==> src/rtl/led_sweep_gen_pkg.sv <==
// Shared types and constants for the LED sweep generator.
//   sweep_state_t : FSM state encoding (IDLE, SWEEP, HOLD)
//   LED_HOME      : pattern shown at reset and on every return to SWEEP
//   FLASH_HIT     : flash pattern after a HIT
//   FLASH_MISS    : flash pattern after a MISS
//   rotate_right  : one LED step toward the LSB, wrapping bit 0 back to bit 7
package sweep_pkg;

   typedef enum logic [1:0] {
      IDLE  = 2'd0,
      SWEEP = 2'd1,
      HOLD  = 2'd2
   } sweep_state_t;

   localparam logic [7:0] LED_HOME   = 8'b1000_0000;
   localparam logic [7:0] FLASH_HIT  = 8'hFF;
   localparam logic [7:0] FLASH_MISS = 8'h81;

   function automatic logic [7:0] rotate_right(input logic [7:0] v);
      return {v[0], v[7:1]};
   endfunction

endpackage

==> src/rtl/led_sweep_gen_if.sv <==
// Control/status bundle of the LED sweep generator.
//   en    : run enable (0 = pause everything)
//   hit   : 1-cycle detector pulse, press on target
//   miss  : 1-cycle detector pulse, press off target
//   leds  : one-hot sweep / flash pattern
//   pos   : index of the lit LED (7 = MSB)
//   step  : 1-cycle pulse on the cycle leds advances
//   level : current speed level
//   busy  : 1 while the result is being flashed
// master = the side driving en/hit/miss, slave = the generator.
interface led_sweep_gen_if;
   logic       en;
   logic       hit;
   logic       miss;
   logic [7:0] leds;
   logic [2:0] pos;
   logic       step;
   logic [3:0] level;
   logic       busy;

   modport master (
      output en, hit, miss,
      input  leds, pos, step, level, busy
   );

   modport slave (
      input  en, hit, miss,
      output leds, pos, step, level, busy
   );
endinterface

==> src/rtl/led_sweep_gen_prescaler.sv <==
// Step-rate prescaler: counts 0..period-1 while enabled and flags the last
// count as a tick; the counter wraps to 0 on the following cycle.
//   clk, rst : clock, asynchronous active-high reset
//   period   : step period in clock cycles (wider than the counter so the
//              caller can hand over its saturated arithmetic directly)
//   en       : count enable
//   clr      : synchronous clear to 0, wins over en
//   tick     : high on the cycle where cnt == period-1 and en is set
module sweep_prescaler #(
   parameter int DIV_W    = 27,
   parameter int PERIOD_W = DIV_W + 4
) (
   input  logic                clk,
   input  logic                rst,
   input  logic [PERIOD_W-1:0] period,
   input  logic                en,
   input  logic                clr,
   output logic                tick
);

   logic [DIV_W-1:0] cnt_q;
   logic [DIV_W-1:0] cnt_d;
   logic             last_s;

   // Terminal-count detect and next counter value.
   // ">=" keeps the counter from running away if period ever drops below cnt.
   always_comb begin
      last_s = ({{(PERIOD_W-DIV_W){1'b0}}, cnt_q} >= (period - PERIOD_W'(1)));
      cnt_d  = cnt_q;
      if (clr) begin
         cnt_d = '0;
      end else if (en) begin
         if (last_s) begin
            cnt_d = '0;
         end else begin
            cnt_d = cnt_q + DIV_W'(1);
         end
      end else begin
         cnt_d = cnt_q;
      end
   end

   assign tick = en & last_s;

   // Counter register.
   always_ff @(posedge clk or posedge rst) begin
      if (rst) begin
         cnt_q <= '0;
      end else begin
         cnt_q <= cnt_d;
      end
   end

endmodule

==> src/rtl/led_sweep_gen.sv <==
// One-hot LED sweep for the precision-button game. The lit LED walks from
// bit 7 toward bit 0 at a prescaled rate and wraps. HIT raises the speed
// level (saturating), MISS drops it to 0; either result freezes the sweep
// and flashes a pattern for HOLD_STEPS step periods before resuming at bit 7.
//   clk, rst : clock, asynchronous active-high reset
//   bus      : slave side of led_sweep_gen_if (en/hit/miss in,
//              leds/pos/step/level/busy out, all outputs registered)
module led_sweep_gen
   import sweep_pkg::*;
#(
   parameter int DIV_W      = 27,
   parameter int BASE_DIV   = 50_000_000,
   parameter int STEP_DIV   = 5_000_000,
   parameter int MIN_DIV    = 5_000_000,
   parameter int MAX_LEVEL  = 7,
   parameter int HOLD_STEPS = 4
) (
   input  logic           clk,
   input  logic           rst,
   led_sweep_gen_if.slave bus
);

   localparam int PW   = DIV_W + 4;
   localparam int HC_W = (HOLD_STEPS > 1) ? $clog2(HOLD_STEPS) : 1;

   sweep_state_t    state_q,    state_d;
   logic [7:0]      leds_q,     leds_d;
   logic [2:0]      pos_q,      pos_d;
   logic            step_q,     step_d;
   logic [3:0]      level_q,    level_d;
   logic            busy_q,     busy_d;
   logic [HC_W-1:0] hold_cnt_q, hold_cnt_d;
   logic            miss_res_q, miss_res_d;   // 1: flashing a MISS result

   logic [PW-1:0]   dec_s;
   logic [PW-1:0]   period_s;
   logic [7:0]      flash_pat_s;
   logic            run_s;
   logic            clr_s;
   logic            tick_s;

   // Step period for the current level, floored at MIN_DIV without underflow.
   always_comb begin
      dec_s = PW'(level_q) * PW'(STEP_DIV);
      if (dec_s >= PW'(BASE_DIV)) begin
         period_s = PW'(MIN_DIV);
      end else if ((PW'(BASE_DIV) - dec_s) < PW'(MIN_DIV)) begin
         period_s = PW'(MIN_DIV);
      end else begin
         period_s = PW'(BASE_DIV) - dec_s;
      end
   end

   sweep_prescaler #(
      .DIV_W    (DIV_W),
      .PERIOD_W (PW)
   ) u_prescaler (
      .clk    (clk),
      .rst    (rst),
      .period (period_s),
      .en     (run_s),
      .clr    (clr_s),
      .tick   (tick_s)
   );

   // FSM, LED shifter, level and hold counter next-state logic.
   always_comb begin
      state_d     = state_q;
      leds_d      = leds_q;
      pos_d       = pos_q;
      step_d      = 1'b0;
      level_d     = level_q;
      busy_d      = busy_q;
      hold_cnt_d  = hold_cnt_q;
      miss_res_d  = miss_res_q;
      clr_s       = 1'b0;
      run_s       = bus.en && ((state_q == SWEEP) || (state_q == HOLD));
      flash_pat_s = miss_res_q ? FLASH_MISS : FLASH_HIT;

      case (state_q)
         IDLE: begin
            if (bus.en) begin
               state_d = SWEEP;
               leds_d  = LED_HOME;
               pos_d   = 3'd7;
               clr_s   = 1'b1;
            end else begin
               state_d = IDLE;
            end
         end

         SWEEP: begin
            if (!bus.en) begin
               state_d = SWEEP;
            end else if (bus.miss) begin
               // MISS has priority over a simultaneous HIT and over a tick.
               state_d    = HOLD;
               level_d    = 4'd0;
               busy_d     = 1'b1;
               hold_cnt_d = '0;
               miss_res_d = 1'b1;
               leds_d     = FLASH_MISS;
               clr_s      = 1'b1;
            end else if (bus.hit) begin
               state_d    = HOLD;
               level_d    = (level_q >= 4'(MAX_LEVEL)) ? 4'(MAX_LEVEL) : (level_q + 4'd1);
               busy_d     = 1'b1;
               hold_cnt_d = '0;
               miss_res_d = 1'b0;
               leds_d     = FLASH_HIT;
               clr_s      = 1'b1;
            end else if (tick_s) begin
               leds_d = rotate_right(leds_q);
               pos_d  = pos_q - 3'd1;
               step_d = 1'b1;
            end else begin
               leds_d = leds_q;
            end
         end

         HOLD: begin
            if (!tick_s) begin
               state_d = HOLD;
            end else if (hold_cnt_q == HC_W'(HOLD_STEPS - 1)) begin
               state_d    = SWEEP;
               leds_d     = LED_HOME;
               pos_d      = 3'd7;
               busy_d     = 1'b0;
               hold_cnt_d = '0;
               clr_s      = 1'b1;
            end else begin
               hold_cnt_d = hold_cnt_q + HC_W'(1);
               leds_d     = (leds_q == 8'h00) ? flash_pat_s : 8'h00;
            end
         end

         default: begin
            state_d    = IDLE;
            leds_d     = LED_HOME;
            pos_d      = 3'd7;
            level_d    = 4'd0;
            busy_d     = 1'b0;
            hold_cnt_d = '0;
            miss_res_d = 1'b0;
            clr_s      = 1'b1;
         end
      endcase
   end

   // State and output registers.
   always_ff @(posedge clk or posedge rst) begin
      if (rst) begin
         state_q    <= IDLE;
         leds_q     <= LED_HOME;
         pos_q      <= 3'd7;
         step_q     <= 1'b0;
         level_q    <= 4'd0;
         busy_q     <= 1'b0;
         hold_cnt_q <= '0;
         miss_res_q <= 1'b0;
      end else begin
         state_q    <= state_d;
         leds_q     <= leds_d;
         pos_q      <= pos_d;
         step_q     <= step_d;
         level_q    <= level_d;
         busy_q     <= busy_d;
         hold_cnt_q <= hold_cnt_d;
         miss_res_q <= miss_res_d;
      end
   end

   assign bus.leds  = leds_q;
   assign bus.pos   = pos_q;
   assign bus.step  = step_q;
   assign bus.level = level_q;
   assign bus.busy  = busy_q;

endmodule

==> src/flat_wrapper.sv <==
// flat-port wrapper written by rule: the top's interface ports become plain ports
module led_sweep_gen_flat import sweep_pkg::*;
#(
   parameter int DIV_W      = 27,
   parameter int BASE_DIV   = 50_000_000,
   parameter int STEP_DIV   = 5_000_000,
   parameter int MIN_DIV    = 5_000_000,
   parameter int MAX_LEVEL  = 7,
   parameter int HOLD_STEPS = 4
)
  (clk, rst, bus_en, bus_hit, bus_miss, bus_leds, bus_pos, bus_step, bus_level, bus_busy);
  led_sweep_gen_if bus_i ();
  input  logic clk;
  input  logic rst;
  input wire logic [$bits(bus_i.en)-1:0] bus_en;
  input wire logic [$bits(bus_i.hit)-1:0] bus_hit;
  input wire logic [$bits(bus_i.miss)-1:0] bus_miss;
  output wire logic [$bits(bus_i.leds)-1:0] bus_leds;
  output wire logic [$bits(bus_i.pos)-1:0] bus_pos;
  output wire logic [$bits(bus_i.step)-1:0] bus_step;
  output wire logic [$bits(bus_i.level)-1:0] bus_level;
  output wire logic [$bits(bus_i.busy)-1:0] bus_busy;
  assign bus_i.en = bus_en;
  assign bus_i.hit = bus_hit;
  assign bus_i.miss = bus_miss;
  assign bus_leds = bus_i.leds;
  assign bus_pos = bus_i.pos;
  assign bus_step = bus_i.step;
  assign bus_level = bus_i.level;
  assign bus_busy = bus_i.busy;
  led_sweep_gen #(.DIV_W(DIV_W), .BASE_DIV(BASE_DIV), .STEP_DIV(STEP_DIV), .MIN_DIV(MIN_DIV), .MAX_LEVEL(MAX_LEVEL), .HOLD_STEPS(HOLD_STEPS)) u_core (.clk(clk), .rst(rst), .bus(bus_i));
endmodule
==> config.mk <==
export PLATFORM = sky130hd
export DESIGN_NAME = led_sweep_gen_flat
export DESIGN_NICKNAME = d
export VERILOG_FILES = /design/src/rtl/led_sweep_gen_pkg.sv /design/src/rtl/led_sweep_gen_if.sv /design/src/rtl/led_sweep_gen_prescaler.sv /design/src/rtl/led_sweep_gen.sv /design/src/flat_wrapper.sv
export SDC_FILE = /design/constraint.sdc
export NUM_CORES = 1
export LEC_CHECK = 0
export CAP_MARGIN = 20
export CORE_MARGIN = 1
export CORE_UTILIZATION = 63
export CTS_BUF_LIST = sky130_fd_sc_hd__clkbuf_2
export DETAILED_ROUTE_END_ITERATION = 8
export GPL_TIMING_DRIVEN = 1
export PLACE_DENSITY = 0.83
export SLEW_MARGIN = 20
export SYNTH_ARGS = -nofsm -noshare
export SYNTH_HDL_FRONTEND = slang
export SYNTH_SLANG_ARGS = --single-unit
export TNS_END_PERCENT = 20
==> constraint.sdc <==
create_clock -name clk -period 12.01 [get_ports clk]
set_clock_uncertainty 0.2 [all_clocks]
set_input_delay 1.8015 -clock clk [delete_from_list [all_inputs] [get_ports clk]]
set_output_delay 1.8015 -clock clk [all_outputs]
set_load 0.005 [all_outputs]
After elaboration in Yosys (flattened, before gate mapping)
Cells that the tools add are included.
{"block": "totals", "wordCells": 112, "reg_bits": 49, "out_inout_bits": 17, "input_bits": 5}
{"block": "op_classes", "mul": 1, "order_cmp": 4, "n_eq_ne": 14, "addsub": 6, "n_reduce_logical": 12, "mux": 63, "bitwise": 3}
{"operator": "$mux 27", "count": 3}
{"operator": "$mux 8", "count": 8}
{"operator": "$mux 31", "count": 2}
{"operator": "$ge 27x31->1", "count": 1}
{"operator": "$lt 31x23->1 const B", "count": 1}
{"operator": "$sub 31x1->31 const B", "count": 1}
{"operator": "$sub 26x27->28 const A", "count": 1}
{"operator": "$add 27x1->27 const B", "count": 1}
{"operator": "$ge 27x26->1 const B", "count": 1}
{"operator": "$pmux 8 s3", "count": 1}
{"operator": "$mul 4x17->21 const B", "count": 1}
{"operator": "$mux 3", "count": 7}
{"operator": "$mux 1", "count": 20}
{"operator": "$mux 2", "count": 10}
{"operator": "$mux 4", "count": 4}
{"operator": "$pmux 2 s3", "count": 2}
{"operator": "$ne 2x2->1 const B", "count": 5}
{"operator": "$pmux 3 s3", "count": 1}
{"operator": "$logic_not 8->1", "count": 1}
{"operator": "$pmux 4 s2", "count": 1}
{"operator": "$reduce_and 4->1", "count": 2}
{"operator": "$mux 7", "count": 1}
{"operator": "$reduce_and 7->1", "count": 1}
{"operator": "$ne 3x3->1 const B", "count": 2}
{"operator": "other kinds (21)", "count": 25}

Depth between registers and ports, before layout
{"block": "logic_depth", "ltp_word": 13, "mapped_depth": 33, "depth_no_buf": 31}

Cells and area by module
From an unflattened synthesis, not the netlist that was laid out.
{"block": "unflattened", "hier_cells": 749, "hier_area_um2": 5944.5}
{"mod": "led_sweep_gen", "cells_per_inst": 410, "instances": 1, "area_per_inst_um2": 3223.1, "seq_area_each_um2": 555.5}
{"mod": "sweep_prescaler", "cells_per_inst": 339, "instances": 1, "area_per_inst_um2": 2721.4, "seq_area_each_um2": 675.6}

Worst setup path before layout
No wires, ideal clock.
{"block": "synth_timing", "kind": "reg-to-reg", "startpoint": "register u_core.level_q[0] (netlist: u_core.bus.level[0])", "endpoint": "register u_core.busy_q (netlist: u_core.bus.busy)", "path_buffers": 2, "t_arrival_ns": 7.807, "period_less_slack_ns": 8.132, "setup_slack_ns": 3.878, "setup_time_ns": 0.125, "path_stages_with_launch": 32, "t_required_ns": 11.685, "path_cell_list": "dfrtp_1 clkbuf_1 clkinv_1 fa_1 inv_1 ha_1 nor2b_4 o311a_1 o41ai_4 nor2_4 or3_1 a21bo_2 xnor2_1 a311oi_1 o21bai_2 nand3_1 ha_1 nand3_1 nor4_1 nand2_1 or4_2 xnor2_1 nand3_1 ha_1 nand4_1 nor3_1 a221oi_1 a21oi_1 clkbuf_1 nand2_1 a21oi_1 mux2_2"}
{"block": "synth_between", "elab_chain_len": 10, "word_cells_on_any_way": 11, "cone_classes": "add/sub: 2; mul: 1; order compare: 3; eq/ne: 1; mux: 2; bitwise: 1; reduce/logical: 1"}
{"element": "start: declaration", "line_no": "led_sweep_gen.sv:30", "rtl": "logic [3:0] level_q, level_d;"}
{"element": "start signal: assignment", "line_no": "led_sweep_gen.sv:166", "rtl": "level_q <= level_d;"}
{"element": "$mul 4x17->21 *", "line_no": "led_sweep_gen.sv:44", "rtl": "dec_s = PW'(level_q) * PW'(STEP_DIV);"}
{"element": "$sub 26x27->28", "line_no": "led_sweep_gen.sv:47, led_sweep_gen.sv:50"}
{"element": "$lt 31x23->1", "line_no": "led_sweep_gen.sv:47", "rtl": "end else if ((PW'(BASE_DIV) - dec_s) < PW'(MIN_DIV)) begin"}
{"element": "$mux 31", "line_no": "led_sweep_gen.sv:47"}
{"element": "$mux 31 *", "line_no": "led_sweep_gen.sv:45", "rtl": "if (dec_s >= PW'(BASE_DIV)) begin"}
{"element": "$sub 31x1->31 *", "line_no": "led_sweep_gen_prescaler.sv:28", "rtl": "last_s = ({{(PERIOD_W-DIV_W){1'b0}}, cnt_q} >= (period - PERIOD_W'(1)));"}
{"element": "$ge 27x31->1 *", "line_no": "led_sweep_gen_prescaler.sv:28"}
{"element": "$and 1x1->1 *", "line_no": "led_sweep_gen_prescaler.sv:43", "rtl": "assign tick = en & last_s;"}
{"element": "$ne 2x1->1 (no line) *"}
{"element": "$reduce_and 5->1 (no line) *"}
{"element": "end signal: assignment", "line_no": "led_sweep_gen.sv:167", "rtl": "busy_q <= busy_d;"}
{"element": "end: declaration", "line_no": "led_sweep_gen.sv:31", "rtl": "logic busy_q, busy_d;"}
Every way passes the cells marked *; elsewhere a longest branch is shown, timed or not.
A chain may end at the register's enable or synchronous reset.

Final worst setup path
{"block": "layout_timing", "startpoint": "register u_core.level_q[2] (netlist: u_core.bus.level[2])", "endpoint": "register u_core.leds_q[3] (netlist: u_core.bus.leds[3])"}
{"block": "layout_between", "elab_chain_len": 10, "word_cells_on_any_way": 12, "cone_classes": "add/sub: 2; mul: 1; order compare: 3; eq/ne: 2; mux: 2; bitwise: 1; reduce/logical: 1"}
{"element": "$mul 4x17->21 *", "line_no": "led_sweep_gen.sv:44"}
{"element": "$sub 26x27->28", "line_no": "led_sweep_gen.sv:47, led_sweep_gen.sv:50"}
{"element": "$lt 31x23->1", "line_no": "led_sweep_gen.sv:47"}
{"element": "$mux 31", "line_no": "led_sweep_gen.sv:47"}
{"element": "$mux 31 *", "line_no": "led_sweep_gen.sv:45"}
{"element": "$sub 31x1->31 *", "line_no": "led_sweep_gen_prescaler.sv:28"}
{"element": "$ge 27x31->1 *", "line_no": "led_sweep_gen_prescaler.sv:28"}
{"element": "$and 1x1->1 *", "line_no": "led_sweep_gen_prescaler.sv:43"}
{"element": "$ne 4x3->1 (no line) / $ne 2x1->1 (equally long branches)"}
{"element": "$reduce_and 4->1 (no line) *"}
{"element": "end signal: assignment", "line_no": "led_sweep_gen.sv:163", "rtl": "leds_q <= leds_d;"}
{"element": "end: declaration", "line_no": "led_sweep_gen.sv:27", "rtl": "logic [7:0] leds_q, leds_d;"}
Marks and branches as above.

==> flow_metrics.tcl <==
set metrics [dict create \
    timing.slew.headroom 0.314 \
    multiInputGateArea_um2 4060 \
    slowest_delay_ps 900 \
    status "finished, final reports clean" \
    worstHoldPathType "flop to flop" \
    synth.avg_cell_area_um2 8.12 \
    hp-start "u_core.bus.pos[1]" \
    syn_area_um2 5520 \
    fin_nets 740 \
    period_minus_slack_ps 9870 \
    clkSinkCount 49 \
    irDropWorstVdd_v 0.000102 \
    synthAdderAreaFrac 0.132 \
    grt_overflow 0 \
    synthMuxAreaShare 0.0154 \
    cp.arrival_ps 9970 \
    synth_compound_area_frac 0.227 \
    drt_iter0_drc 266 \
    fillerInstances 695 \
    synthesis.instances 680 \
    power_uw 700 \
    clkLatencyLatePin_ps 430 \
    io_pins 22 \
    max_cap_violations 0 \
    antennaDiodeCount 0 \
    layout-drive-gt1-share 0.0869 \
    p_leak_nw 2.52 \
    grt_pass1_wl_mm 20.9 \
    clockRootBuffer "clkbuf_2" \
    synth_edf_count 0 \
    grt_pass1_vias 4552 \
    synth.ff_latch_count 49 \
    slowest_stage "o22ai_1" \
    die_area_um2 9150 \
    r2r_start "u_core.bus.level[2]" \
    seq_area_um2 1230 \
    finalSetupViolations 0 \
    crit_type "flop to flop" \
    startpoint_type "flop" \
    cpMostUsedCell "ha_1" \
    postCtsSetupBuffers 0 \
    cp-end-kind "flop" \
    worstPathMaxFanout 19 \
    final_common_cell "nor2_1" \
    drc_errors 0 \
    p_per_area_nw_per_um2 121 \
    crit_start "u_core.bus.level[2]" \
    rows 33 \
    r2r_cells 28 \
    max_freq_ghz 0.101 \
    core_um2 8340 \
    place_hpwl_mm 9.92 \
    numPortBuffers 21 \
    clock_path_buffers 2 \
    cts_buffers 5 \
    fin_crit_sh 0.821 \
    firstDrtPassIters 5 \
    final_max_slew_viol_count 0 \
    crit_required_ps 12110 \
    ys_types 93 \
    hold_path_depth 2 \
    syn_to_final_growth_pct 4.48 \
    async_flop_share 1.00 \
    die_h_um 95.6 \
    hold_buffers 0 \
    synth_simple_gate_area_frac 0.253 \
    htree_num_levels 2 \
    vias 5032 \
    cts_tree "yes" \
    yosys.area_share.xor_xnor 0.107 \
    synth_top_family_by_area "simple AND/OR/NAND/NOR gates" \
    grt_max_degree 50 \
    viasPerCell 6.42 \
    synth_ff_type "dfrtp_1" \
    ant_nets 0 \
    cts_resized 0 \
    path_clk_slew_ps 250 \
    synthesis.nets 742 \
    drt-total-wl_mm 12.8 \
    final-hold-violation-count 0 \
    synth_seq_area_share 0.223 \
    track_usage 0.286 \
    worst_slew_pin_slew_ps 1030 \
    antenna_found_initial 0 \
    gp_congestion 0.895 \
    die_w_um 95.6 \
    final_cell_mix "nor2_1, nand2_1, ha_1, dfrtp_1, xnor2_1" \
    wire_per_inst_um 16.3 \
    initial_utilization 0.662 \
    tns_ps 0 \
    grt_setup_unrepaired "false" \
    yosys_warnings 0 \
]
==> critical path: cells and delay by family (launching register included) <==
kind | cells | cell delay (ps)
AO/OA/AOI/OAI | 10 | 3630
adder cells (fa/ha/maj) | 5 | 1850
flip-flops | 1 | 850
multiplexers | 1 | 380
AND/OR/NAND/NOR | 8 | 2130
buffers and inverters | 2 | 300
XOR/XNOR | 2 | 370
==> report_power, final <==
part,internal [mW],leakage [nW],switching [mW]
Clock,0.0158,0.0334,0.0542
Sequential,0.190,0.663,0.0265
Combinational,0.163,1.83,0.251
Total,0.369,2.52,0.331
==> cell usage after synthesis, drive strengths merged, types with 11 or more instances <==
cell type  number  area, um^2
nor3           18        95.1
nand4          24         156
dfrtp          45        1130
clkbuf         22        82.6
o21ai          41         205
o211ai         11        87.6
nor2           77         299
ha             55         688
xnor2          43         384
inv            24        90.1
nand3          27         135
nand2          55         206
a21o           13        98.9
xor2           23         209
a21oi          33         180
==> layout make-up <==
class | count | share of cell area
tap | 105 | 0.0228
multi-input combinational | 576 | 0.703
clock inverter | 2 | 0.00238
sequential | 49 | 0.213
clock buffer | 6 | 0.00520
timing repair buffer | 21 | 0.0364
inverter | 25 | 0.0165
==> cell families (layout without fill, tap and decap cells) <==
logic type                 count (synthesis)  in the layout
xor gates and xnor gates                  66             66
AOI/OAI and AO/OA                        171            171
other                                      1              1
and+or+nand+nor                          273            273
DFF                                       49             49
adders and majority gates                 57             57
buffers and inverters                     55             54
muxes                                      8              8
==> metrics by stage <==
step	hold slack (ps)	area, um^2	std cells	setup slack (ps)	util
final	328	5770	784	2140	0.692
after global routing	363	5770	784	1390	0.692
after CTS	330	5770	784	2200	0.692
after detailed placement	284	5730	776	2250	0.687
after global placement	271	5730	776	2550	0.687
after floorplan	250	5520	680	3880	-
==> routing by layer <==
metal / vias up / GRT usage / routed length [um]
li1: 2483 / - / -
met1: 2371 / 0.386 / 5940
met2: 147 / 0.467 / 5930
met3: 31 / 0.0383 / 557
met4: 0 / 0.0983 / 323
met5: - / 0 / 0
==> flip-flops by register name, indices dropped and copies added (netlist names) <==
name / count
u_core.bus.level: 4
u_core.miss_res_q: 1
u_core.hold_cnt_q: 2
u_core.bus.leds: 8
u_core.bus.pos: 3
u_core.bus.step: 1
u_core.bus.busy: 1
u_core.state_q: 2
u_core.u_prescaler.cnt_q: 27
==> final timing paths <==
path	to	slack, ps
min in group asynchronous	u_core.state_q[0]	1590
hold reg to reg	u_core.bus.pos[1]	330
hold / removal	u_core.bus.pos[1]	330
max in group asynchronous	u_core.u_prescaler.cnt_q[12]	9530
setup reg to reg	u_core.bus.leds[3]	2140
setup / recovery	u_core.bus.leds[3]	2140
Note: power is estimated with default switching activity, not from simulation.
